<file path="src/rtl/router_pkg.sv">
// router_pkg: shared state encoding, address constants and helpers for the router FSM
package router_pkg;
  localparam int NUM_CH = 3;
  localparam logic [1:0] ADDR_INVALID = 2'd3;
  typedef enum logic [2:0] {
    DECODE_ADDRESS,
    LOAD_FIRST_DATA,
    LOAD_DATA,
    FIFO_FULL_STATE,
    LOAD_AFTER_FULL,
    LOAD_PARITY,
    CHECK_PARITY_ERROR,
    WAIT_TILL_EMPTY
  } state_t;
  function automatic logic [NUM_CH-1:0] onehot(input logic [1:0] a);
    return NUM_CH'(1) << a;
  endfunction
endpackage

</file>
<file path="src/rtl/router_fsm_if.sv">
// router_fsm_if: packet input, FIFO status and FSM status/strobe bundle
interface router_fsm_if;
  logic                         pkt_valid;
  logic [1:0]                   data_in;
  logic                         parity_done;
  logic                         low_pkt_valid;
  logic [router_pkg::NUM_CH-1:0] fifo_full;
  logic [router_pkg::NUM_CH-1:0] fifo_empty;
  logic [router_pkg::NUM_CH-1:0] read_enb;
  logic [router_pkg::NUM_CH-1:0] write_enb;
  logic [router_pkg::NUM_CH-1:0] soft_reset;
  logic                         detect_add;
  logic                         lfd_state;
  logic                         ld_state;
  logic                         laf_state;
  logic                         full_state;
  logic                         rst_int_reg;
  logic                         busy;
  modport master (
    output pkt_valid, data_in, parity_done, low_pkt_valid, fifo_full, fifo_empty, read_enb,
    input  write_enb, soft_reset, detect_add, lfd_state, ld_state, laf_state, full_state,
           rst_int_reg, busy
  );
  modport slave (
    input  pkt_valid, data_in, parity_done, low_pkt_valid, fifo_full, fifo_empty, read_enb,
    output write_enb, soft_reset, detect_add, lfd_state, ld_state, laf_state, full_state,
           rst_int_reg, busy
  );
endinterface

</file>
<file path="src/rtl/router_timeout.sv">
// router_timeout: per-channel idle counter; fires a one-cycle flush when a FIFO sits unread too long
module router_timeout #(
  parameter int TIMEOUT = 30
) (
  input  logic clk,
  input  logic reset,
  input  logic empty,
  input  logic read,
  output logic fire
);
  localparam int W = $clog2(TIMEOUT);
  logic [W-1:0] cnt;
  assign fire = cnt == W'(TIMEOUT - 1);
  always_ff @(posedge clk) begin
    cnt <= (reset || empty || read || fire) ? '0 : cnt + 1'b1;
  end
endmodule

</file>
<file path="src/rtl/router_fsm.sv">
// router_fsm: Moore packet-routing controller; per-channel timeout flush enabled by ROUTER_FSM_TIMEOUT_EN
module router_fsm
  import router_pkg::*;
#(
  parameter int TIMEOUT = 30
) (
  input logic         clk,
  input logic         reset,
  router_fsm_if.slave bus
);
  state_t     state, next;
  logic [1:0] addr_q;
  logic       hdr_ok;
  logic       full_a;
  assign hdr_ok = bus.pkt_valid && bus.data_in != ADDR_INVALID;
  assign full_a = bus.fifo_full[addr_q];
  always_ff @(posedge clk) begin
    state  <= reset ? DECODE_ADDRESS : next;
    addr_q <= reset ? 2'd0 : (state == DECODE_ADDRESS && hdr_ok) ? bus.data_in : addr_q;
  end
  always_comb begin
    next = state;
    case (state)
      DECODE_ADDRESS:     if (hdr_ok) next = bus.fifo_empty[bus.data_in] ? LOAD_FIRST_DATA : WAIT_TILL_EMPTY;
      LOAD_FIRST_DATA:    next = LOAD_DATA;
      LOAD_DATA:          next = full_a ? FIFO_FULL_STATE : !bus.pkt_valid ? LOAD_PARITY : LOAD_DATA;
      FIFO_FULL_STATE:    if (!full_a) next = LOAD_AFTER_FULL;
      LOAD_AFTER_FULL:    next = bus.parity_done ? DECODE_ADDRESS : bus.low_pkt_valid ? LOAD_PARITY : LOAD_DATA;
      LOAD_PARITY:        next = CHECK_PARITY_ERROR;
      CHECK_PARITY_ERROR: next = full_a ? FIFO_FULL_STATE : DECODE_ADDRESS;
      WAIT_TILL_EMPTY:    if (bus.fifo_empty[addr_q]) next = LOAD_FIRST_DATA;
      default:            next = DECODE_ADDRESS;
    endcase
    if (state != DECODE_ADDRESS && bus.soft_reset[addr_q]) next = DECODE_ADDRESS;
  end
  assign bus.detect_add  = state == DECODE_ADDRESS;
  assign bus.lfd_state   = state == LOAD_FIRST_DATA;
  assign bus.ld_state    = state == LOAD_DATA;
  assign bus.laf_state   = state == LOAD_AFTER_FULL;
  assign bus.full_state  = state == FIFO_FULL_STATE;
  assign bus.rst_int_reg = state == CHECK_PARITY_ERROR;
  assign bus.busy        = !(state == DECODE_ADDRESS || state == LOAD_DATA);
  assign bus.write_enb   = (state == LOAD_DATA || state == LOAD_AFTER_FULL || state == LOAD_PARITY)
                           ? onehot(addr_q) : '0;
`ifdef ROUTER_FSM_TIMEOUT_EN
  for (genvar i = 0; i < NUM_CH; i++) begin : g_to
    router_timeout #(.TIMEOUT(TIMEOUT)) u_to (
      .clk  (clk),
      .reset(reset),
      .empty(bus.fifo_empty[i]),
      .read (bus.read_enb[i]),
      .fire (bus.soft_reset[i])
    );
  end
`else
  logic unused;
  assign unused = ^bus.read_enb ^ (TIMEOUT > 0);
  assign bus.soft_reset = '0;
`endif
endmodule

</file>
<file path="src/flat_wrapper.sv">
// flat-port wrapper written by rule: the top's interface ports become plain ports
module router_fsm_flat import router_pkg::*;
#(
  parameter int TIMEOUT = 30
)
  (clk, reset, bus_pkt_valid, bus_data_in, bus_parity_done, bus_low_pkt_valid, bus_fifo_full, bus_fifo_empty, bus_read_enb, bus_write_enb, bus_soft_reset, bus_detect_add, bus_lfd_state, bus_ld_state, bus_laf_state, bus_full_state, bus_rst_int_reg, bus_busy);
  router_fsm_if bus_i ();
  input logic clk;
  input logic reset;
  input wire logic [$bits(bus_i.pkt_valid)-1:0] bus_pkt_valid;
  input wire logic [$bits(bus_i.data_in)-1:0] bus_data_in;
  input wire logic [$bits(bus_i.parity_done)-1:0] bus_parity_done;
  input wire logic [$bits(bus_i.low_pkt_valid)-1:0] bus_low_pkt_valid;
  input wire logic [$bits(bus_i.fifo_full)-1:0] bus_fifo_full;
  input wire logic [$bits(bus_i.fifo_empty)-1:0] bus_fifo_empty;
  input wire logic [$bits(bus_i.read_enb)-1:0] bus_read_enb;
  output wire logic [$bits(bus_i.write_enb)-1:0] bus_write_enb;
  output wire logic [$bits(bus_i.soft_reset)-1:0] bus_soft_reset;
  output wire logic [$bits(bus_i.detect_add)-1:0] bus_detect_add;
  output wire logic [$bits(bus_i.lfd_state)-1:0] bus_lfd_state;
  output wire logic [$bits(bus_i.ld_state)-1:0] bus_ld_state;
  output wire logic [$bits(bus_i.laf_state)-1:0] bus_laf_state;
  output wire logic [$bits(bus_i.full_state)-1:0] bus_full_state;
  output wire logic [$bits(bus_i.rst_int_reg)-1:0] bus_rst_int_reg;
  output wire logic [$bits(bus_i.busy)-1:0] bus_busy;
  assign bus_i.pkt_valid = bus_pkt_valid;
  assign bus_i.data_in = bus_data_in;
  assign bus_i.parity_done = bus_parity_done;
  assign bus_i.low_pkt_valid = bus_low_pkt_valid;
  assign bus_i.fifo_full = bus_fifo_full;
  assign bus_i.fifo_empty = bus_fifo_empty;
  assign bus_i.read_enb = bus_read_enb;
  assign bus_write_enb = bus_i.write_enb;
  assign bus_soft_reset = bus_i.soft_reset;
  assign bus_detect_add = bus_i.detect_add;
  assign bus_lfd_state = bus_i.lfd_state;
  assign bus_ld_state = bus_i.ld_state;
  assign bus_laf_state = bus_i.laf_state;
  assign bus_full_state = bus_i.full_state;
  assign bus_rst_int_reg = bus_i.rst_int_reg;
  assign bus_busy = bus_i.busy;
  router_fsm #(.TIMEOUT(TIMEOUT)) u_core (.clk(clk), .reset(reset), .bus(bus_i));
endmodule
</file>
<file path="config.mk">
export PLATFORM = sky130hd
export DESIGN_NAME = router_fsm_flat
export DESIGN_NICKNAME = d
export VERILOG_FILES = /design/src/rtl/router_pkg.sv /design/src/rtl/router_fsm_if.sv /design/src/rtl/router_timeout.sv /design/src/rtl/router_fsm.sv /design/src/flat_wrapper.sv
export SDC_FILE = /design/constraint.sdc
export NUM_CORES = 1
export LEC_CHECK = 0
export BUFFER_PORTS_ARGS = -buffer_cell sky130_fd_sc_hd__buf_4
export CORE_AREA = 2 2 39 41
export DETAILED_ROUTE_END_ITERATION = 8
export DIE_AREA = 0 0 41 43
export PLACE_DENSITY = 0.74
export SLEW_MARGIN = 0
export SYNTH_ARGS = -nofsm -noshare
export SYNTH_HDL_FRONTEND = slang
export SYNTH_SLANG_ARGS = --single-unit
</file>
<file path="constraint.sdc">
create_clock -name clk -period 3.44 [get_ports clk]
set_clock_uncertainty 0.05 [all_clocks]
set_input_delay 0.344 -clock clk [delete_from_list [all_inputs] [get_ports clk]]
set_output_delay 0.344 -clock clk [all_outputs]
set_load 0.02 [all_outputs]
</file>
==> impl_metrics.env <==
export IMPL_crit_arrival_ps=1700
export IMPL_fmax_mhz=477
export IMPL_synth_ff_type="dfxtp_1"
export IMPL_cts_tree="done"
export IMPL_antenna_found_initial=0
export IMPL_finalSetupTns_ps=0
export IMPL_p_int_uw=297
export IMPL_yosysWarnings=0
export IMPL_hp_class="input pin to flop"
export IMPL_finalCriticalPeriod_ps=2100
export IMPL_die_h_um=43
export IMPL_post_cts_buffers=0
export IMPL_worst_pin_slew_ps=506
export IMPL_status="finished clean"
export IMPL_synth_most_common_cell="nor2_1"
export IMPL_p_clk_share_pct=11.2
export IMPL_io_buffers=22
export IMPL_routed_wl_um=1440
export IMPL_grt_ovfl_total=0
export IMPL_synth_edf_count=0
export IMPL_gr_usage_all_layers_pct=17.1
export IMPL_synth_largest_area_cell="dfxtp_1"
export IMPL_required_ps=3050
export IMPL_dieWidth_um=41
export IMPL_min_period_over_period_pct=61.0
export IMPL_cts_sinks=5
export IMPL_finalHoldViolCount=0
export IMPL_whs_ps=265
export IMPL_fp_dieArea_um2=1760
export IMPL_core_area_um2=1380
export IMPL_ys_top_cells_by_count="9 x nor2_1, 8 x nand2_1, 7 x nor3_1"
export IMPL_grt_pass1_wl_um=2180
export IMPL_critPathKind="flop to output port"
export IMPL_drv_cap=0
export IMPL_final_util_pct=54.2
export IMPL_p_leak_nw=0.334
export IMPL_cts_resized=0
export IMPL_maxSlewViolCount=0
export IMPL_fillCellCount=154
export IMPL_cts_clk_slew_worst_paths_ps=40
export IMPL_ys_seq_elements=5
export IMPL_clockBufferDepth=2
export IMPL_area_growth_pct=26.6
export IMPL_worstPathCellList="inv_2 -> and3_1 -> nor2_1 -> nor3b_1 -> buf_4"
export IMPL_cts_made_buffers=3
export IMPL_synthesis_area_um2=593
export IMPL_power_density_nw_per_um2=791
export IMPL_drt_antenna_violating_nets=0
export IMPL_max_slew_margin_rel_pct=66.2
export IMPL_ctsHoldBuffers=0
export IMPL_critPathCaptureType="output port"
export IMPL_seq_area_um2=100
export IMPL_layout_setup_ws_ps=1340
export IMPL_clockRootBuffer="clkbuf_4"
export IMPL_seq_area_frac_synth_pct=16.9
export IMPL_netlist_instances=83
export IMPL_pre_cts_ws_ps=1620
export IMPL_netSwitchingFraction_pct=50.1
export IMPL_final_nets=120
export IMPL_power_switching_uw=298
export IMPL_pin_count=29
export IMPL_seqPwrFrac_pct=25.8
export IMPL_place_congestion=0.819
export IMPL_num_vias=653
export IMPL_worst_path_max_fanout=14
export IMPL_ir_drop_mv=0.377
export IMPL_grt_setup_unrepaired="no"
export IMPL_grt_pass1_vias=545
export IMPL_netlist_top_cells_area="dfxtp_1 17%, buf_4 7.6%, nand2b_1 6.3%"
export IMPL_diodes=0
export IMPL_synth_top_area_share_pct=16.9
export IMPL_dp_hpwl_um=1100
export IMPL_cts_htree_levels=1
export IMPL_post_synth_cell_area_avg_um2=7.15
export IMPL_wl_per_cell_um=12.1
export IMPL_clkLatencyLatePin_ps=240
export IMPL_start_util_pct=42.9
export IMPL_worstSetupStartpointType="flop"
export IMPL_remaining_drc_errors=0
export IMPL_cpPeakStageDelay_ps=630
export IMPL_ys_types=33
export IMPL_crit_slowest_cell="dfxtp_1"
export IMPL_multi_input_area_um2=428
export IMPL_finalSetupViolCount=0
export IMPL_grt_max_degree=15
export IMPL_firstDrtPassIters=5
export IMPL_rows=14
export IMPL_drive_above_1_share_pct=29.1
export IMPL_synthArstFlopShare_pct=0
export IMPL_drt_iter0_drc=26
export IMPL_via_per_inst=5.49
export IMPL_combPwrFrac_pct=63.0
cells by family after synthesis:
| group | share of synthesized area [%] |
|---|---|
| and+or+nand+nor | 39.5 |
| buffers and inverters | 12.2 |
| other | 0.632 |
| DFF | 16.9 |
| muxes | 7.59 |
| AOI/OAI and AO/OA | 23.2 |
state kept, by name, indices dropped and copies added, names as in the netlist:
register	flops
u_core.addr_q	2
u_core.state	3
worst max-delay path: cells and delay by family (launching register included):
kind / cells / cell delay (ps)
buffers and inverters: 2 / 340
DFF: 1 / 630
and+or+nand+nor: 3 / 500
power by group through the flow:
| stage | logic (mW) | clock network, mW | registers (mW) |
|---|---|---|---|
| finish | 0.374 | 0.0666 | 0.153 |
| global route | 0.412 | 0.0738 | 0.161 |
| CTS | 0.376 | 0.0688 | 0.151 |
| detailed placement | 0.375 | 0 | 0.153 |
| global placement | 0.370 | 0 | 0.151 |
| floorplan | 0.330 | 0 | 0.0942 |
final cells by class:
| class | instances | share of cell area [%] |
|---|---|---|
| Inverter | 3 | 1.50 |
| Multi-Input combinational cell | 69 | 57.0 |
| Sequential cell | 5 | 13.3 |
| Clock buffer | 4 | 3.50 |
| Timing Repair Buffer | 22 | 22.0 |
| Tap cell | 16 | 2.67 |
stage by stage:
stage	cells	area (µm²)	power [mW]
after floorplan	85	601	0.424
after global placement	115	724	0.521
after detailed placement	115	724	0.528
after CTS	119	751	0.596
after global routing	119	751	0.647
final	119	751	0.594
layer usage:
metal  part of all wire [%]  track usage (%)  up-vias
li1                       -                -      329
met1                     44             22.8      304
met2                     51             27.8       20
met3                    5.1             3.14        0
met4                      0             2.67        0
met5                      0                0        -
final timing paths:
path	start	to	slack, ps	depth (start not counted)
max	u_core.state[2]$_SDFFE_PP0P_	bus_write_enb[2]	1340	5
min	reset	u_core.state[1]$_SDFFE_PP0P_	260	2
min reg2reg	u_core.addr_q[0]$_SDFFE_PP0P_	u_core.addr_q[0]$_SDFFE_PP0P_	590	2
max reg2reg	u_core.state[1]$_SDFFE_PP0P_	u_core.state[1]$_SDFFE_PP0P_	1800	5
layout by cell type, fill, tap and decap left out, drive strengths merged:
cell type and n:
a2111oi 2, a211oi 2, a21boi 1, a21oi 2
a221oi 1, a22oi 1, and3 2, and3b 1
buf 22, clkbuf 4, conb 3, dfxtp 5
inv 3, mux2 1, mux2i 3, nand2 8
nand2b 6, nand3 4, nand3b 1, nor2 9
nor2b 3, nor3 8, nor3b 1, o211a 1
o21ai 3, o22ai 2, o2bb2ai 1, o31ai 2
or3 1
No activity file was read; power rests on OpenSTA's default activity.
